`config.mk`:
```
export PLATFORM = sky130hd
export DESIGN_NAME = countdown_timer_flat
export DESIGN_NICKNAME = d
export VERILOG_FILES = /design/src/rtl/countdown_timer_if.sv /design/src/rtl/countdown_timer.sv /design/src/flat_wrapper.sv
export SDC_FILE = /design/constraint.sdc
export NUM_CORES = 1
export LEC_CHECK = 0
export BUFFER_PORTS_ARGS = -buffer_cell sky130_fd_sc_hd__buf_2
export CAP_MARGIN = 5
export CORE_AREA = 2 2 52 59
export DETAILED_ROUTE_END_ITERATION = 8
export DIE_AREA = 0 0 54 61
export PLACE_DENSITY = 0.81
export SYNTH_ARGS = -nofsm -noshare
export SYNTH_HDL_FRONTEND = slang
export SYNTH_SLANG_ARGS = --single-unit
```
`constraint.sdc`:
```
create_clock -name i_sysclk -period 2.5 [get_ports i_sysclk]
set_input_delay 0 -clock i_sysclk [delete_from_list [all_inputs] [get_ports i_sysclk]]
set_output_delay 0 -clock i_sysclk [all_outputs]
set_load 0.01 [all_outputs]
```
`src/rtl/countdown_timer_if.sv`:
```
// Control and count bus of the minutes:seconds countdown timer.
// The master drives the controls and presets; the slave is the timer.
interface countdown_timer_if #(
   parameter int unsigned MIN_WIDTH = 7,
   parameter int unsigned SEC_WIDTH = 6
);
   logic                 i_tick;
   logic                 i_load;
   logic [MIN_WIDTH-1:0] i_load_min;
   logic [SEC_WIDTH-1:0] i_load_sec;
   logic                 i_start;
   logic                 i_pause;
   logic                 i_clear;
   logic [MIN_WIDTH-1:0] o_min;
   logic [SEC_WIDTH-1:0] o_sec;
   logic                 o_running;
   logic                 o_expired;
   logic                 o_borrow;
   logic                 o_done;

   modport master (
      output i_tick, i_load, i_load_min, i_load_sec, i_start, i_pause, i_clear,
      input  o_min, o_sec, o_running, o_expired, o_borrow, o_done
   );

   modport slave (
      input  i_tick, i_load, i_load_min, i_load_sec, i_start, i_pause, i_clear,
      output o_min, o_sec, o_running, o_expired, o_borrow, o_done
   );
endinterface

```
`src/rtl/countdown_timer.sv`:
```
// Loadable minutes:seconds down-counter with a seconds->minutes borrow chain
// and an IDLE/RUN/PAUSED/EXPIRED control machine; all outputs registered.
module countdown_timer #(
   parameter int unsigned SEC_WIDTH = 6,
   parameter int unsigned MIN_WIDTH = 7,
   parameter int unsigned SEC_MAX   = 60,
   parameter int unsigned MIN_MAX   = 100
) (
   input logic              i_sysclk,
   input logic              i_reset,
   countdown_timer_if.slave bus
);

   localparam logic [SEC_WIDTH-1:0] SEC_TOP = SEC_WIDTH'(SEC_MAX - 1);
   localparam logic [MIN_WIDTH-1:0] MIN_TOP = MIN_WIDTH'(MIN_MAX - 1);
   localparam logic [SEC_WIDTH-1:0] SEC_ONE = SEC_WIDTH'(1);
   localparam logic [MIN_WIDTH-1:0] MIN_ONE = MIN_WIDTH'(1);

   typedef enum logic [1:0] {
      IDLE    = 2'd0,
      RUN     = 2'd1,
      PAUSED  = 2'd2,
      EXPIRED = 2'd3
   } state_t;

   state_t               state_q,   state_d;
   logic [MIN_WIDTH-1:0] min_q,     min_d;
   logic [SEC_WIDTH-1:0] sec_q,     sec_d;
   logic                 running_q, running_d;
   logic                 expired_q, expired_d;
   logic                 borrow_q,  borrow_d;
   logic                 done_q,    done_d;

   // Next state / count; controls are resolved in strict priority order.
   always_comb begin
      state_d  = state_q;
      min_d    = min_q;
      sec_d    = sec_q;
      borrow_d = 1'b0;
      done_d   = 1'b0;

      if (bus.i_clear) begin
         min_d   = '0;
         sec_d   = '0;
         state_d = IDLE;
      end else if (bus.i_load) begin
         min_d   = (bus.i_load_min > MIN_TOP) ? MIN_TOP : bus.i_load_min;
         sec_d   = (bus.i_load_sec > SEC_TOP) ? SEC_TOP : bus.i_load_sec;
         state_d = IDLE;
      end else begin
         case (state_q)
            IDLE: begin
               if (!bus.i_pause && bus.i_start && (min_q != '0 || sec_q != '0))
                  state_d = RUN;
            end
            RUN: begin
               if (bus.i_pause) begin
                  state_d = PAUSED;
               end else if (!bus.i_start && bus.i_tick) begin
                  if (sec_q != '0) begin
                     sec_d = sec_q - SEC_ONE;
                     // 00:01 -> 00:00 expires on the same edge as the decrement
                     if (min_q == '0 && sec_q == SEC_ONE) begin
                        state_d = EXPIRED;
                        done_d  = 1'b1;
                     end
                  end else if (min_q != '0) begin
                     sec_d    = SEC_TOP;
                     min_d    = min_q - MIN_ONE;
                     borrow_d = 1'b1;
                  end
               end
            end
            PAUSED: begin
               if (!bus.i_pause && bus.i_start)
                  state_d = RUN;
            end
            default: ;
         endcase
      end

      running_d = (state_d == RUN);
      expired_d = (state_d == EXPIRED);
   end

   always_ff @(posedge i_sysclk or posedge i_reset) begin
      if (i_reset) begin
         state_q   <= IDLE;
         min_q     <= '0;
         sec_q     <= '0;
         running_q <= 1'b0;
         expired_q <= 1'b0;
         borrow_q  <= 1'b0;
         done_q    <= 1'b0;
      end else begin
         state_q   <= state_d;
         min_q     <= min_d;
         sec_q     <= sec_d;
         running_q <= running_d;
         expired_q <= expired_d;
         borrow_q  <= borrow_d;
         done_q    <= done_d;
      end
   end

   assign bus.o_min     = min_q;
   assign bus.o_sec     = sec_q;
   assign bus.o_running = running_q;
   assign bus.o_expired = expired_q;
   assign bus.o_borrow  = borrow_q;
   assign bus.o_done    = done_q;

endmodule

```
`src/flat_wrapper.sv`:
```
// flat-port wrapper written by rule: the top's interface ports become plain ports
module countdown_timer_flat 
#(
   parameter int unsigned SEC_WIDTH = 6,
   parameter int unsigned MIN_WIDTH = 7,
   parameter int unsigned SEC_MAX   = 60,
   parameter int unsigned MIN_MAX   = 100
)
  (i_sysclk, i_reset, bus_i_tick, bus_i_load, bus_i_load_min, bus_i_load_sec, bus_i_start, bus_i_pause, bus_i_clear, bus_o_min, bus_o_sec, bus_o_running, bus_o_expired, bus_o_borrow, bus_o_done);
  countdown_timer_if #(.MIN_WIDTH(MIN_WIDTH), .SEC_WIDTH(SEC_WIDTH)) bus_i ();
  input logic i_sysclk;
  input logic i_reset;
  input wire logic [$bits(bus_i.i_tick)-1:0] bus_i_tick;
  input wire logic [$bits(bus_i.i_load)-1:0] bus_i_load;
  input wire logic [$bits(bus_i.i_load_min)-1:0] bus_i_load_min;
  input wire logic [$bits(bus_i.i_load_sec)-1:0] bus_i_load_sec;
  input wire logic [$bits(bus_i.i_start)-1:0] bus_i_start;
  input wire logic [$bits(bus_i.i_pause)-1:0] bus_i_pause;
  input wire logic [$bits(bus_i.i_clear)-1:0] bus_i_clear;
  output wire logic [$bits(bus_i.o_min)-1:0] bus_o_min;
  output wire logic [$bits(bus_i.o_sec)-1:0] bus_o_sec;
  output wire logic [$bits(bus_i.o_running)-1:0] bus_o_running;
  output wire logic [$bits(bus_i.o_expired)-1:0] bus_o_expired;
  output wire logic [$bits(bus_i.o_borrow)-1:0] bus_o_borrow;
  output wire logic [$bits(bus_i.o_done)-1:0] bus_o_done;
  assign bus_i.i_tick = bus_i_tick;
  assign bus_i.i_load = bus_i_load;
  assign bus_i.i_load_min = bus_i_load_min;
  assign bus_i.i_load_sec = bus_i_load_sec;
  assign bus_i.i_start = bus_i_start;
  assign bus_i.i_pause = bus_i_pause;
  assign bus_i.i_clear = bus_i_clear;
  assign bus_o_min = bus_i.o_min;
  assign bus_o_sec = bus_i.o_sec;
  assign bus_o_running = bus_i.o_running;
  assign bus_o_expired = bus_i.o_expired;
  assign bus_o_borrow = bus_i.o_borrow;
  assign bus_o_done = bus_i.o_done;
  countdown_timer #(.SEC_WIDTH(SEC_WIDTH), .MIN_WIDTH(MIN_WIDTH), .SEC_MAX(SEC_MAX), .MIN_MAX(MIN_MAX)) u_core (.i_sysclk(i_sysclk), .i_reset(i_reset), .bus(bus_i));
endmodule
```
==> impl_metrics.ini <==
[sta]
fin_skew_ns = 0.005113
whs_ns = -0.002943
period_minus_slack_ns = 2.184
setup_ws_ns = 0.3165
fin_tns_setup_ns = 0
tightestPinTransition_ns = 0.7574
timing.fmax_mhz = 458.0
fin_crit_sh_pct = 87.34
slew_violations = 0
setup_viol_count_final = 0
hold_viol = 2
relSlewSlack_pct = 49.45
rsz0062_at_grt = no

[cts]
cts_tree = yes
post_cts_buffers = 0
cts_resized = 0
path_clk_slew_ns = 0.12
clk_latency_ns = 0.30
cts_buffer_depth = 2
cts_buffers = 3
hold_buffers = 2
cts-root-buf = clkbuf_4
htree_levels = 1
clock_sinks = 19

[critical_path]
cp.arrival_ns = 2.44
crit_type = flop to flop
cp_data_required_time_ns = 2.76
cp_cell_sequence = inv_1 -> ha_1 -> or3b_1 -> or2_1 -> a2111oi_0 -> a211o_1
critPathMaxFanout = 9
crit_slowest_cell = or3b_1
start_kind = flop
cpPeakStageDelay_ns = 0.50
end_kind = flop

[yosys]
syn_area_um2 = 1308
synth_ff_type = dfrtp_1
yosysSeqAreaShare_pct = 36.36
ys.warnings.count = 0
synth.most_common_cell = dfrtp_1
synth_enable_flop_cells = 0
synth_cell_types = 52
async_reset_ff_share_pct = 100.0
syn_nets = 164
synth_area_per_cell_um2 = 9.339
yosysTopAreaCellShare_pct = 36.36
yosys-top-cells-count = dfrtp_1, o21ai_0, a21oi_1, inv_1
synth_area_leaders = dfrtp_1, ha_1, o21ai_0, a21oi_1, nor4_4
ys_seq_elements = 19
synth_largest_area_cell = dfrtp_1
syn_inst = 140

[cells_and_area]
n_antenna_cell = 0
fin_cells = 209
finalNetCount = 201
syn2layout_area_growth_pct = 19.33
final_layout_size_suffix_gt1_share_pct = 28.98

[run_status]
violations = hold timing
status = finished with violations

[floorplanning]
ios = 37
fp.dieW_um = 54
row_count = 20
die-area_um2 = 3294
initial_utilization_pct = 48.38
core_area_um2 = 2703
chipHeight_um = 61

[placement]
portBuffers = 36
gp_congestion = 0.8559
dp.cells = 203
place_ws_ns = 0.3267
place.detailed.hpwl_um = 2652

[pwr]
swShare_pct = 37.29
pwr-share-clk_pct = 20.7
ir_drop_uv = 455.9
p_comb_share_pct = 32.8
p_int_uw = 500.5
leakagePower_uw = 0.0007228
switching_power_uw = 297.7
power.density_nw_per_um2 = 511.6
power_frac_seq_pct = 46.5

[routing]
wl_met1_um = 1488
routedWlPerCell_um = 16.61
postRouteAntennaNets = 0
via_count = 1297
routed_wl_um = 3472
wl_met3_um = 171
dr.pass1.iters = 4
dr.max_layer_used = met4
drtIter0Drc = 32
drc = 0
dr_wl_met2_um = 1773
via_per_inst = 6.206

[grt]
antenna_found_initial = 0
grt_max_degree = 20
gr-total-overflow = 0
first_global_vias = 1285
grt_pass1_wl_um = 5671
grt_usage_pct = 23.62

[run]
maxCapViolCount = 0

[worst_hold_path]
hp-class = primary input to flop
==> metal layers <==
metal | vias up | GRT usage [%]
met5 | - | 0
met4 | 0 | 10.00
met3 | 6 | 2.709
met2 | 48 | 40.94
met1 | 616 | 29.43
li1 | 627 | -
==> sequential cells by signal (all words and copies together) (netlist names) <==
register	cells
u_core.bus.o_borrow	1
u_core.bus.o_done	1
u_core.bus.o_expired	1
u_core.bus.o_min	7
u_core.bus.o_running	1
u_core.bus.o_sec	6
u_core.state_q	2
==> layout by cell type (no fill, tap or decap), types with 4 or more instances in the layout <==
cell and count:
a21oi_1 9, buf_2 36, dfrtp_1 19, ha_1 4, inv_1 9, nor2_1 7, nor3_1 7, nor4_1 5
o21ai_0 10
==> critical path: cells and delay by family (launching register included) <==
family,cells,cell delay [ns]
flops,1,0.42
fa+ha+maj,1,0.18
compound gates,2,0.62
simple gates,2,0.82
buf+inv,1,0.08
==> metrics by stage <==
stage          utilization (%)  power, µW  hold WS, ns  instance area, µm²
5_1_grt                  57.73      841.6     0.002114                1560
3_5_place_dp             55.97      634.5       0.1676                1513
3_3_place_gp             55.97      625.8       0.1414                1513
4_1_cts                  57.73      794.9     0.001969                1560
6_report                 57.73      798.2    -0.002943                1560
2_1_floorplan                -      540.6     -0.04887                1308
==> logic make-up (layout without fill, tap and decap cells) <==
family	Yosys count	count (layout)	synth area share, %
compound gates	49	49	26.41
simple gates	48	48	26.60
flops	19	19	36.36
buf+inv	18	54	5.262
fa+ha+maj	4	4	3.828
mux	2	2	1.531
==> power by group through the flow <==
stage / Sequential, µW / Combinational [µW] / Clock [µW]
6_report: 372 / 262 / 165
5_1_grt: 378 / 291 / 172
4_1_cts: 371 / 261 / 163
3_5_place_dp: 377 / 258 / 0
3_3_place_gp: 374 / 252 / 0
2_1_floorplan: 381 / 160 / 0
==> worst paths after layout <==
check                                           startpoint                         endpoint  slack (ns)  cells past startpoint
max                        u_core.bus.o_min[0]$_DFFE_PP0P_  u_core.bus.o_min[1]$_DFFE_PP0P_        0.32                      6
min                                      bus_i_load_min[3]  u_core.bus.o_min[3]$_DFFE_PP0P_      -0.003                      3
max reg2reg                u_core.bus.o_min[0]$_DFFE_PP0P_  u_core.bus.o_min[1]$_DFFE_PP0P_        0.32                      6
min reg2reg                u_core.bus.o_min[6]$_DFFE_PP0P_  u_core.bus.o_min[6]$_DFFE_PP0P_        0.54                      2
max in group asynchronous                          i_reset  u_core.bus.o_sec[1]$_DFFE_PP0P_        1.67                      3
min in group asynchronous                          i_reset  u_core.bus.o_min[4]$_DFFE_PP0P_        0.35                      3
==> layout make-up <==
| class | count | area [µm²] |
|---|---|---|
| fillers | 261 | 1142 |
| well taps | 33 | 41.29 |
| multi-input cells | 103 | 763.2 |
| inverters | 10 | 37.54 |
| clock buffers | 3 | 22.52 |
| repair buffers | 40 | 215.2 |
| flip-flops and latches | 19 | 475.5 |
| clock inverters | 1 | 5.005 |
(Power assumes the default switching activity.)
